### src/rtl/mem_lsu.sv
// ==== mem_lsu : byte/half/word load-store sequencer with read-modify-write for sub-word stores (rev 1.0) ====
`timescale 1ns/1ps
`default_nettype none

module mem_lsu #(
  parameter int ADDR_WIDTH = 10
) (
  input  logic                  i_CLK,
  input  logic                  i_RST,
  input  logic                  i_req,
  input  logic                  i_we,
  input  logic [1:0]            i_size,
  input  logic                  i_sign,
  input  logic [31:0]           i_addr,
  input  logic [31:0]           i_wdata,
  output logic                  o_ready,
  output logic                  o_done,
  output logic                  o_err,
  output logic [31:0]           o_rdata,
  output logic [ADDR_WIDTH-1:0] mem_addr,
  output logic [31:0]           mem_data,
  output logic                  mem_we,
  input  logic [31:0]           mem_q
);

  localparam logic [2:0] S_IDLE  = 3'd0;
  localparam logic [2:0] S_LOAD  = 3'd1;
  localparam logic [2:0] S_READ  = 3'd2;
  localparam logic [2:0] S_WRITE = 3'd3;
  localparam logic [2:0] S_FAULT = 3'd4;

  logic [2:0]            state_q, state_d;
  logic [1:0]            size_q;
  logic                  sign_q;
  logic [ADDR_WIDTH+1:0] addr_q;
  logic [31:0]           wdata_q;
  logic [31:0]           merge_q;
  logic                  done_q;
  logic                  err_q;
  logic [31:0]           rdata_q;

  logic                  w_accept;
  logic                  w_mis;
  logic [31:0]           w_shift;
  logic [31:0]           w_load_val;
  logic [31:0]           w_merged;
  logic                  unused_addr_hi;

  assign unused_addr_hi = ^i_addr[31:ADDR_WIDTH+2];

  assign w_accept = (state_q == S_IDLE) && i_req;
  assign w_mis    = (i_size == 2'b11) ||
                    ((i_size == 2'b01) && i_addr[0]) ||
                    ((i_size == 2'b10) && (i_addr[1:0] != 2'b00));

  always_comb begin
    state_d = state_q;
    case (state_q)
      S_IDLE: begin
        if (i_req) begin
          if (w_mis)                 state_d = S_FAULT;
          else if (!i_we)            state_d = S_LOAD;
          else if (i_size == 2'b10)  state_d = S_WRITE;
          else                       state_d = S_READ;
        end
      end
      S_READ:  state_d = S_WRITE;
      S_LOAD,
      S_WRITE,
      S_FAULT: state_d = S_IDLE;
      default: state_d = S_IDLE;
    endcase
  end

  // Little-endian lane select: shift the addressed lane down to bit 0, then extend.
  assign w_shift = mem_q >> {addr_q[1:0], 3'b000};

  always_comb begin
    case (size_q)
      2'b00:   w_load_val = {{24{sign_q & w_shift[7]}},  w_shift[7:0]};
      2'b01:   w_load_val = {{16{sign_q & w_shift[15]}}, w_shift[15:0]};
      default: w_load_val = mem_q;
    endcase
  end

  always_comb begin
    w_merged = merge_q;
    if (size_q == 2'b00)
      w_merged[{addr_q[1:0], 3'b000} +: 8] = wdata_q[7:0];
    else
      w_merged[{addr_q[1], 4'b0000} +: 16] = wdata_q[15:0];
  end

  always_ff @(posedge i_CLK or posedge i_RST) begin
    if (i_RST) begin
      state_q <= S_IDLE;
      size_q  <= 2'b00;
      sign_q  <= 1'b0;
      addr_q  <= '0;
      wdata_q <= 32'd0;
      merge_q <= 32'd0;
      done_q  <= 1'b0;
      err_q   <= 1'b0;
      rdata_q <= 32'd0;
    end else begin
      state_q <= state_d;
      done_q  <= (state_q == S_LOAD) || (state_q == S_WRITE) || (state_q == S_FAULT);
      err_q   <= (state_q == S_FAULT);
      if (w_accept) begin
        size_q  <= i_size;
        sign_q  <= i_sign;
        addr_q  <= i_addr[ADDR_WIDTH+1:0];
        wdata_q <= i_wdata;
      end
      if (state_q == S_READ) merge_q <= mem_q;
      if (state_q == S_LOAD) rdata_q <= w_load_val;
    end
  end

  assign o_ready  = (state_q == S_IDLE);
  assign o_done   = done_q;
  assign o_err    = err_q;
  assign o_rdata  = rdata_q;
  assign mem_addr = addr_q[ADDR_WIDTH+1:2];
  assign mem_data = (size_q == 2'b10) ? wdata_q : w_merged;
  // Gated by reset so an in-flight write is dropped the instant reset rises.
  assign mem_we   = (state_q == S_WRITE) && !i_RST;

endmodule

`default_nettype wire

### config.mk
export PLATFORM = sky130hd
export DESIGN_NAME = mem_lsu
export DESIGN_NICKNAME = d
export VERILOG_FILES = /design/src/rtl/mem_lsu.sv
export SDC_FILE = /design/constraint.sdc
export NUM_CORES = 1
export LEC_CHECK = 0
export ABC_AREA = 1
export ABC_CLOCK_PERIOD_IN_PS = 4300
export BUFFER_PORTS_ARGS = -buffer_cell sky130_fd_sc_hd__buf_2
export CAP_MARGIN = 20
export CORE_MARGIN = 3
export CORE_UTILIZATION = 25
export DETAILED_ROUTE_END_ITERATION = 12
export HOLD_SLACK_MARGIN = 0.15
export REMOVE_ABC_BUFFERS = 1
export SLEW_MARGIN = 5
export SYNTH_ARGS = -nofsm -noshare
export SYNTH_HDL_FRONTEND = slang
export SYNTH_SLANG_ARGS = --single-unit
### constraint.sdc
create_clock -name i_CLK -period 4.3 [get_ports i_CLK]
set_input_delay 0.645 -clock i_CLK [delete_from_list [all_inputs] [get_ports i_CLK]]
set_output_delay 0.645 -clock i_CLK [all_outputs]
set_load 0.05 [all_outputs]
; Word level (Yosys, flattened, before mapping)
; Index checks and enable logic that the tools add are counted.
[classes]
bitwise = 2
n_eq_ne = 10
add_sub_neg = 2
mux = 10
shift = 5
reduce_logical = 12
[op_table]
columns = cell, n
row1 = bitwise mux 32 bit, 2
row2 = 2-to-1 mux 32 bit, 2
row3 = one-hot mux 32 bit (2 select lines), 1
row4 = variable shift 16 x 7 -> 32 bit (first input constant), 1
row5 = variable shift 8 x 7 -> 32 bit (first input constant), 1
row6 = variable part select 16 x 7 -> 32 bit, 1
row7 = variable part select 8 x 7 -> 32 bit, 1
row8 = >> shifter 32 x 5 -> 16 bit, 1
row9 = negator 5 -> 7 bit, 2
row10 = == test 2 bit (second input constant), 3
row11 = == test 3 x 2 -> 1 bit (second input constant), 2
row12 = 2-to-1 mux 3 bit, 2
row13 = one-hot mux 3 bit (2 select lines), 1
row14 = == test 2 x 1 -> 1 bit (second input constant), 2
row15 = logical AND 1 bit, 4
row16 = logical OR 1 bit, 4
row17 = == test 3 x 1 -> 1 bit (second input constant), 1
row18 = == test 3 bit (second input constant), 1
row19 = zero test 3 bit, 1
row20 = AND 1 bit, 2
row21 = zero test 2 bit, 1
row22 = 2-to-1 mux 2 bit, 1
row23 = inequality test 2 bit (second input constant), 1
row24 = nonzero test 2 bit, 1
row25 = 2 further kinds, 2
[word_totals]
out_inout_bits = 78
elab_cells = 50
regBits = 116

; Longest topological paths before layout
; Gate-level depths: netlist (run 1).
[depth]
ltp_word = 7
depth_mapped = 11
ltp_nobuf = 8

; Worst setup path before layout (run 1)
; OpenSTA, ideal clock, no wires.
[synth_path]
kind = reg-to-output
from = register addr_q[0]
to = output mem_data[2]
stages_incl_launch_ff = 9
required_time_ps = 3655
arrival_ps = 2383
path_slack_ps = 1272
cell_sequence = dfrtp_1 buf_6 inv_2 buf_6 buf_2 ha_1 inv_1 a21oi_1 o21ai_0
[synth_between]
elab_chain_len = 5
[synth_lines]
columns = element, line_no
row1 = "start, declared", 35  ; logic [ADDR_WIDTH+1:0] addr_q;
row2 = "start signal, assigned", 112  ; addr_q <= i_addr[ADDR_WIDTH+1:0];
row3 = negator 5 -> 7 bit *, 89  ; w_merged[{addr_q[1:0], 3'b000} +: 8] = wdata_q[7:0];
row4 = variable part select 8 x 7 -> 32 bit / variable shift 8 x 7 -> 32 bit (equally long branches), 89
row5 = bitwise mux 32 bit *, 89
row6 = 2-to-1 mux 32 bit *, 88  ; if (size_q == 2'b00)
row7 = 2-to-1 mux 32 bit *, 125  ; assign mem_data = (size_q == 2'b10) ? wdata_q : w_merged;
row8 = "end, declared", 21  ; output logic [31:0] mem_data,
; Mark *: on every way between the ends. The rest lies on a longest branch, timed or not.

; Final worst setup path (run 1)
[layout_path]
from = register addr_q[0]
to = output mem_data[25]
; Same word-level chain as after synthesis.

==> results of run 1 <==
[registers in the layout, indices dropped and copies added, names as in the netlist]
register  count
addr_q       12
merge_q      32
o_done        1
o_err         1
o_rdata      32
sign_q        1
size_q        2
state_q       3
wdata_q      32
[routing by layer]
| layer | wire length [µm] | vias up | global-route usage, % | part of all wire [%] |
|---|---|---|---|---|
| met2 | 10680 | 182 | 26.79 | 47 |
| met4 | 346 | 2 | 4.806 | 1.5 |
| met5 | 7 | - | 0 | 0.030 |
| li1 | - | 3069 | - | - |
| met1 | 10810 | 2929 | 22.58 | 47 |
| met3 | 1120 | 23 | 3.560 | 4.9 |
[cell type report]
class	instances	area (µm²)
fillers	2802	17180
flip-flops and latches	116	2903
multi-input cells	604	2868
repair buffers	172	935.9
clock buffers	20	466.7
well taps	330	412.9
inverters	87	331.6
clock inverters	12	153.9
[through the flow]
| step | cells | setup slack, ns | utilization (%) | cell area (µm²) |
|---|---|---|---|---|
| 2_1_floorplan | 807 | 0.5826 | - | 6092 |
| 3_3_place_gp | 1307 | 1.482 | 29.32 | 7403 |
| 3_5_place_dp | 1307 | 1.490 | 29.32 | 7403 |
| 4_1_cts | 1339 | 1.025 | 31.77 | 8024 |
| 5_1_grt | 1341 | 0.7642 | 31.96 | 8071 |
| 6_report | 1341 | 0.9817 | 31.96 | 8071 |
[cell usage in the layout, fill, tap and decap left out, drive strengths merged]
| master | count |
|---|---|
| a21oi | 63 |
| a221oi | 6 |
| a22oi | 10 |
| a2bb2oi | 1 |
| a31oi | 1 |
| buf | 172 |
| bufinv | 3 |
| clkbuf | 20 |
| clkinv | 6 |
| clkinvlp | 3 |
| dfrtp | 116 |
| ha | 5 |
| inv | 87 |
| nand2 | 274 |
| nand3 | 96 |
| nand4 | 4 |
| nor2 | 33 |
| nor3 | 2 |
| o211ai | 1 |
| o21a | 8 |
| o21ai | 58 |
| o221ai | 3 |
| o22ai | 14 |
| or2 | 25 |
[synth_stat cells (8+ instances only)]
| library cell | instances | area [µm²] |
|---|---|---|
| buf_2 | 14 | 70.07 |
| clkbuf_1 | 23 | 86.33 |
| o21a_1 | 8 | 60.06 |
| o21ai_0 | 56 | 280.3 |
| a21oi_1 | 63 | 315.3 |
| inv_2 | 9 | 33.78 |
| nand3_1 | 92 | 460.4 |
| nor2_1 | 30 | 112.6 |
| nand2_1 | 271 | 1017 |
| or2_2 | 18 | 112.6 |
| inv_1 | 77 | 289.0 |
| dfrtp_1 | 116 | 2903 |
| a22oi_1 | 10 | 75.07 |
| buf_4 | 16 | 120.1 |
| o22ai_1 | 14 | 87.58 |
[cells by family (layout without fill, tap and decap cells)]
kind of cell               count (synthesis)  in the layout  share of synthesized area (%)
DFF                                      116            116                          45.05
AOI/OAI and AO/OA                        165            165                          14.49
adders and majority gates                  5              5                         0.9709
and+or+nand+nor                          434            434                          28.93
buffers and inverters                    148            291                          10.56
[worst register-to-register path, stage by stage (launching register included)]
cell,delay [ns]
dfrtp_1,0.43
nor2_1,0.15
nand2_1,0.55
buf_4,0.49
nor2_1,0.22
a21oi_1,0.07
[worst min path at each step]
stage | startpoint | to | slack, ns | depth (start not counted)
3_5_place_dp | addr_q[5]$_DFFE_PP0P_ | addr_q[5]$_DFFE_PP0P_ | 0.45 | 2
6_report | i_RST | addr_q[4]$_DFFE_PP0P_ | 0.23 | 2
2_1_floorplan | wdata_q[17]$_DFFE_PP0P_ | wdata_q[17]$_DFFE_PP0P_ | 0.44 | 2
5_1_grt | i_RST | state_q[2]$_DFFE_PP0P_ | 0.24 | 2
4_1_cts | i_addr[3] | addr_q[3]$_DFFE_PP0P_ | 0.43 | 3
3_3_place_gp | addr_q[10]$_DFFE_PP0P_ | addr_q[10]$_DFFE_PP0P_ | 0.45 | 2
==> flow_summary.json, run 1 <==
{
  "outcome": "completed",
  "critPathMaxFanout": 37,
  "syn_area_mm2": 0.006444,
  "slowest_stage": "ha_1",
  "routed_wl_mm": 22.97,
  "cp_data_arrival_time_ns": 2.67,
  "tns_ns": 0,
  "vias": 6205,
  "slew_violations": 0,
  "synth_edf_count": 0,
  "cp.depth": 7,
  "finalCriticalPeriod_ns": 3.318,
  "drc": 0,
  "start_util_pct": 25.52,
  "whs_ns": 0.2345,
  "worst_pin_slew_ns": 0.9205,
  "timing.max_slew.rel_slack_pct": 38.48,
  "clock.fmax_mhz": 301.4,
  "critPathKind": "flop to primary output",
  "crit_chain": "buf_4, ha_1, nand3_1, o22ai_1, nand2_1, nand2_1, buf_2",
  "cts_root_buf": "clkbuf_16",
  "maxCapViolations": 0,
  "numCtsBuffers": 17,
  "clock-sinks": 116,
  "r2r-start": "state_q[2]$_DFFE_PP0P_",
  "wl_per_cell_um": 17.13,
  "synthFlopType": "dfrtp_1",
  "core-area_mm2": 0.02525,
  "h-tree-depth": 4,
  "diodes": 0,
  "place_congestion": 0.8628,
  "setup_viol": 0,
  "die_w_um": 166.5,
  "row_count": 58,
  "rsz0062_at_grt": "false",
  "dpl.hpwl_mm": 16.39,
  "first_iter_violations": 430,
  "overflow": 0,
  "grt_pass1_vias": 6206,
  "io-pin-count": 181,
  "avgViaCountPerCell": 4.627,
  "crit_required_ns": 3.65,
  "cts.clk_slew.worst_paths_ns": 0.06,
  "crit_top_cell": "nand2_1",
  "crit_end": "mem_data[25]",
  "grt_antenna_before_repair": 1,
  "grt_pass1_wl_mm": 36.24,
  "drive_above_1_share_pct": 24.23,
  "cts_max_path_buffers": 2,
  "reg2reg_to": "merge_q[31]$_DFFE_PP0N_",
  "r2r_cells": 5,
  "critPathMaxStageDelay_ns": 0.46,
  "die_area_mm2": 0.02774,
  "ys_async_sr_fraction_pct": 100.0,
  "clock_latency_ns": 0.42,
  "post_cts_resized": 0,
  "fp.dieH_um": 166.5,
  "crit_start": "addr_q[0]$_DFFE_PP0P_",
  "avgSynthCellArea_um2": 7.424,
  "startpoint_type": "flop",
  "ys_warn_count": 0,
  "holdBufCountCts": 0,
  "ant_nets": 0,
  "cts_tree": "done",
  "ys_seq_area_share_pct": 45.05,
  "hold_viol": 0,
  "track_usage_pct": 16.62,
  "grt_max_degree": 75,
  "critPathBufInv": 2,
  "synth_cell_types": 34,
  "skew_ns": 0.01117,
  "worstSetupEndpointType": "primary output",
  "area_delta_synth_final_pct": 25.26,
  "first_pass_iters": 5,
  "port_buffers": 160,
  "min_path_type": "input pin to asynchronous set/reset pin",
  "ys_seq_elements": 116,
  "final_nets": 1106,
  "path_delay_family": "buffers and inverters",
  "period_share_pct": 77.17,
  "r2r_slack_ns": 2.23,
  "cts_setup_buffers": 0,
  "synthCells": 868
}
Power of run 1 is not shown: default switching activity piles up to over one toggle a cycle in this logic, so the estimate is an artifact.
==> inputs of run 2 (changes only) <==
- ABC_AREA: 1 -> 0
- ABC_CLOCK_PERIOD_IN_PS: 4300 -> 3250
- clock period: 4.3 -> 3.25 ns (I/O delays scaled with it)
==> flow_summary.json, run 2 <==
{
  "synth_top_area_cell": "dfrtp_1",
  "first_pass_iters": 5,
  "syn_area_mm2": 0.005887,
  "ys_async_sr_fraction_pct": 100.0,
  "numCtsBuffers": 17,
  "area_delta_synth_final_pct": 29.14,
  "diodes": 0,
  "die_area_mm2": 0.02542,
  "avgSynthCellArea_um2": 11.21,
  "h-tree-depth": 4,
  "critPathBufInv": 2,
  "slew_violations": 0,
  "clock-sinks": 116,
  "whs_ns": 0.1628,
  "place_congestion": 0.8196,
  "synth_edf_count": 0,
  "fin_area_mm2": 0.007602,
  "maxCapViolations": 0,
  "track_usage_pct": 15.28,
  "ant_nets": 0,
  "routed_wl_mm": 19.14,
  "grt_pass1_vias": 4814,
  "cp_data_arrival_time_ns": 2.60,
  "ys_seq_elements": 116,
  "hold_viol": 0,
  "worstSetupEndpointType": "primary output",
  "placed_cells": 964,
  "mostFrequentLayoutCell": "buf_2",
  "first_iter_violations": 495,
  "avgViaCountPerCell": 4.833,
  "cts.clk_slew.worst_paths_ns": 0.05,
  "cts_tree": "done",
  "ys_seq_area_share_pct": 49.31,
  "dpl-instance-area_mm2": 0.006955,
  "worst_pin_slew_ns": 0.7339,
  "path_delay_family": "simple AND/OR/NAND/NOR gates",
  "slowest_stage": "dfrtp_1",
  "timing.max_slew.rel_slack_pct": 51.07,
  "rsz0062_at_grt": "false",
  "startpoint_type": "flop",
  "final.setup.worst_slack_ns": 0.1631,
  "die_w_um": 159.5,
  "outcome": "completed",
  "ys_warn_count": 0,
  "synth.area.top_cells": "dfrtp_1, mux2_2, mux2i_1, nand2_1, nand3_1",
  "critPathKind": "flop to primary output",
  "synthFlopType": "dfrtp_1",
  "synth_top_area_share_pct": 49.31,
  "finalCriticalPeriod_ns": 3.087,
  "drive_above_1_share_pct": 42.46,
  "dp_slack_ns": 0.4764,
  "crit_required_ns": 2.76,
  "crit_chain": "inv_1, ha_1, nor2_1, and4_2, a221oi_1, a211oi_1, buf_2",
  "row_count": 55,
  "mostFrequentLayoutCells": "buf_2, dfrtp_1, mux2_2",
  "grt_antenna_before_repair": 2,
  "port_buffers": 160,
  "overflow": 0,
  "fp.dieH_um": 159.5,
  "synthTopCellsByCount": "dfrtp_1, mux2_2, nand2_1, nand3_1, mux2i_1",
  "io-pin-count": 181,
  "critPathMaxFanout": 8,
  "dpl.hpwl_mm": 14.16,
  "cts_root_buf": "clkbuf_16",
  "final_nets": 778,
  "yosysMostFrequentCell": "dfrtp_1",
  "wl_per_cell_um": 19.21,
  "drc": 0,
  "start_util_pct": 25.69,
  "setup_viol": 0,
  "critPathMaxStageDelay_ns": 0.43,
  "synthCells": 525,
  "core-area_mm2": 0.02292,
  "grt_pass1_wl_mm": 29.53,
  "layout.cells.non_filler": 996,
  "clock_latency_ns": 0.42,
  "cts_max_path_buffers": 2,
  "synth_cell_types": 47,
  "vias": 4814,
  "skew_ns": 0.005179,
  "min_path_type": "input pin to asynchronous set/reset pin",
  "clock.fmax_mhz": 323.9,
  "period_share_pct": 94.98,
  "grt_max_degree": 52,
  "holdBufCountCts": 0
}
[run 2: cell types whose count changed after synthesis, moves of 11 or more]
cell,delta
nor2b_1,+11
a21oi_1,-47
or2_2,-17
mux2_2,+76
inv_1,-63
mux2i_1,+25
nand2_1,-226
o21ai_0,-44
nand3_1,-60
[run 2: cells by family after synthesis]
| group | after synthesis | share of synthesized area, % |
|---|---|---|
| adders and majority gates | 5 | 1.063 |
| buffers and inverters | 61 | 5.484 |
| DFF | 116 | 49.31 |
| AOI/OAI and AO/OA | 108 | 13.79 |
| muxes | 102 | 19.17 |
| and+or+nand+nor | 133 | 11.18 |
[run 2: worst paths after layout]
| check | endpoint | cells past startpoint | start | slack, ns |
|---|---|---|---|---|
| max | mem_data[19] | 7 | addr_q[0]$_DFFE_PP0P_ | 0.16 |
| min | state_q[0]$_DFFE_PP0P_ | 2 | i_RST | 0.16 |
| max reg2reg | o_rdata[23]$_DFFE_PP0N_ | 5 | addr_q[0]$_DFFE_PP0P_ | 1.08 |
| min reg2reg | o_rdata[6]$_DFFE_PP0N_ | 2 | o_rdata[6]$_DFFE_PP0N_ | 0.47 |
| max in group asynchronous | o_rdata[5]$_DFFE_PP0N_ | 3 | i_RST | 2.24 |
| min in group i_CLK | wdata_q[0]$_DFFE_PP0P_ | 2 | i_wdata[0] | 0.29 |
[run 2: area by class of cell]
class / count / area (µm²)
inverter: 15 / 58.81
timing repair buffer: 172 / 937.1
fill: 2378 / 15310
multi-input combinational: 348 / 2671
clock inverter: 11 / 180.2
tap: 313 / 391.6
sequential: 116 / 2903
clock buffer: 21 / 460.4
[run 2: layer usage]
layer / vias to the layer above / GRT usage (%) / routed length, µm
met4: 4 / 3.661 / 208
met5: - / 0 / 16
met3: 19 / 4.292 / 1386
met1: 2393 / 20.88 / 8564
li1: 2222 / - / -
met2: 176 / 24.06 / 8959
[run 2: per-stage QoR]
stage          utilization (%)  setup TNS (ns)
6_report                 33.18               0
4_1_cts                  33.15               0
2_1_floorplan                -          -48.78
3_5_place_dp             30.35               0
3_3_place_gp             30.35               0
5_1_grt                  33.18               0
[run 2: timing repair]
action | 4_1_cts | 5_1_grt
setup buffers | 0 | 0
resized for setup | 0 | 3
setup endpoints to repair | 0 | 10
[run 2: worst register-to-register path: cells and delay by family, from the launching register on]
family / cells / cell delay [ns]
DFF: 1 / 0.43
AOI/OAI and AO/OA: 2 / 0.62
and+or+nand+nor: 2 / 0.77
buffers and inverters: 1 / 0.27
Power of run 2 is left out for the same reason.
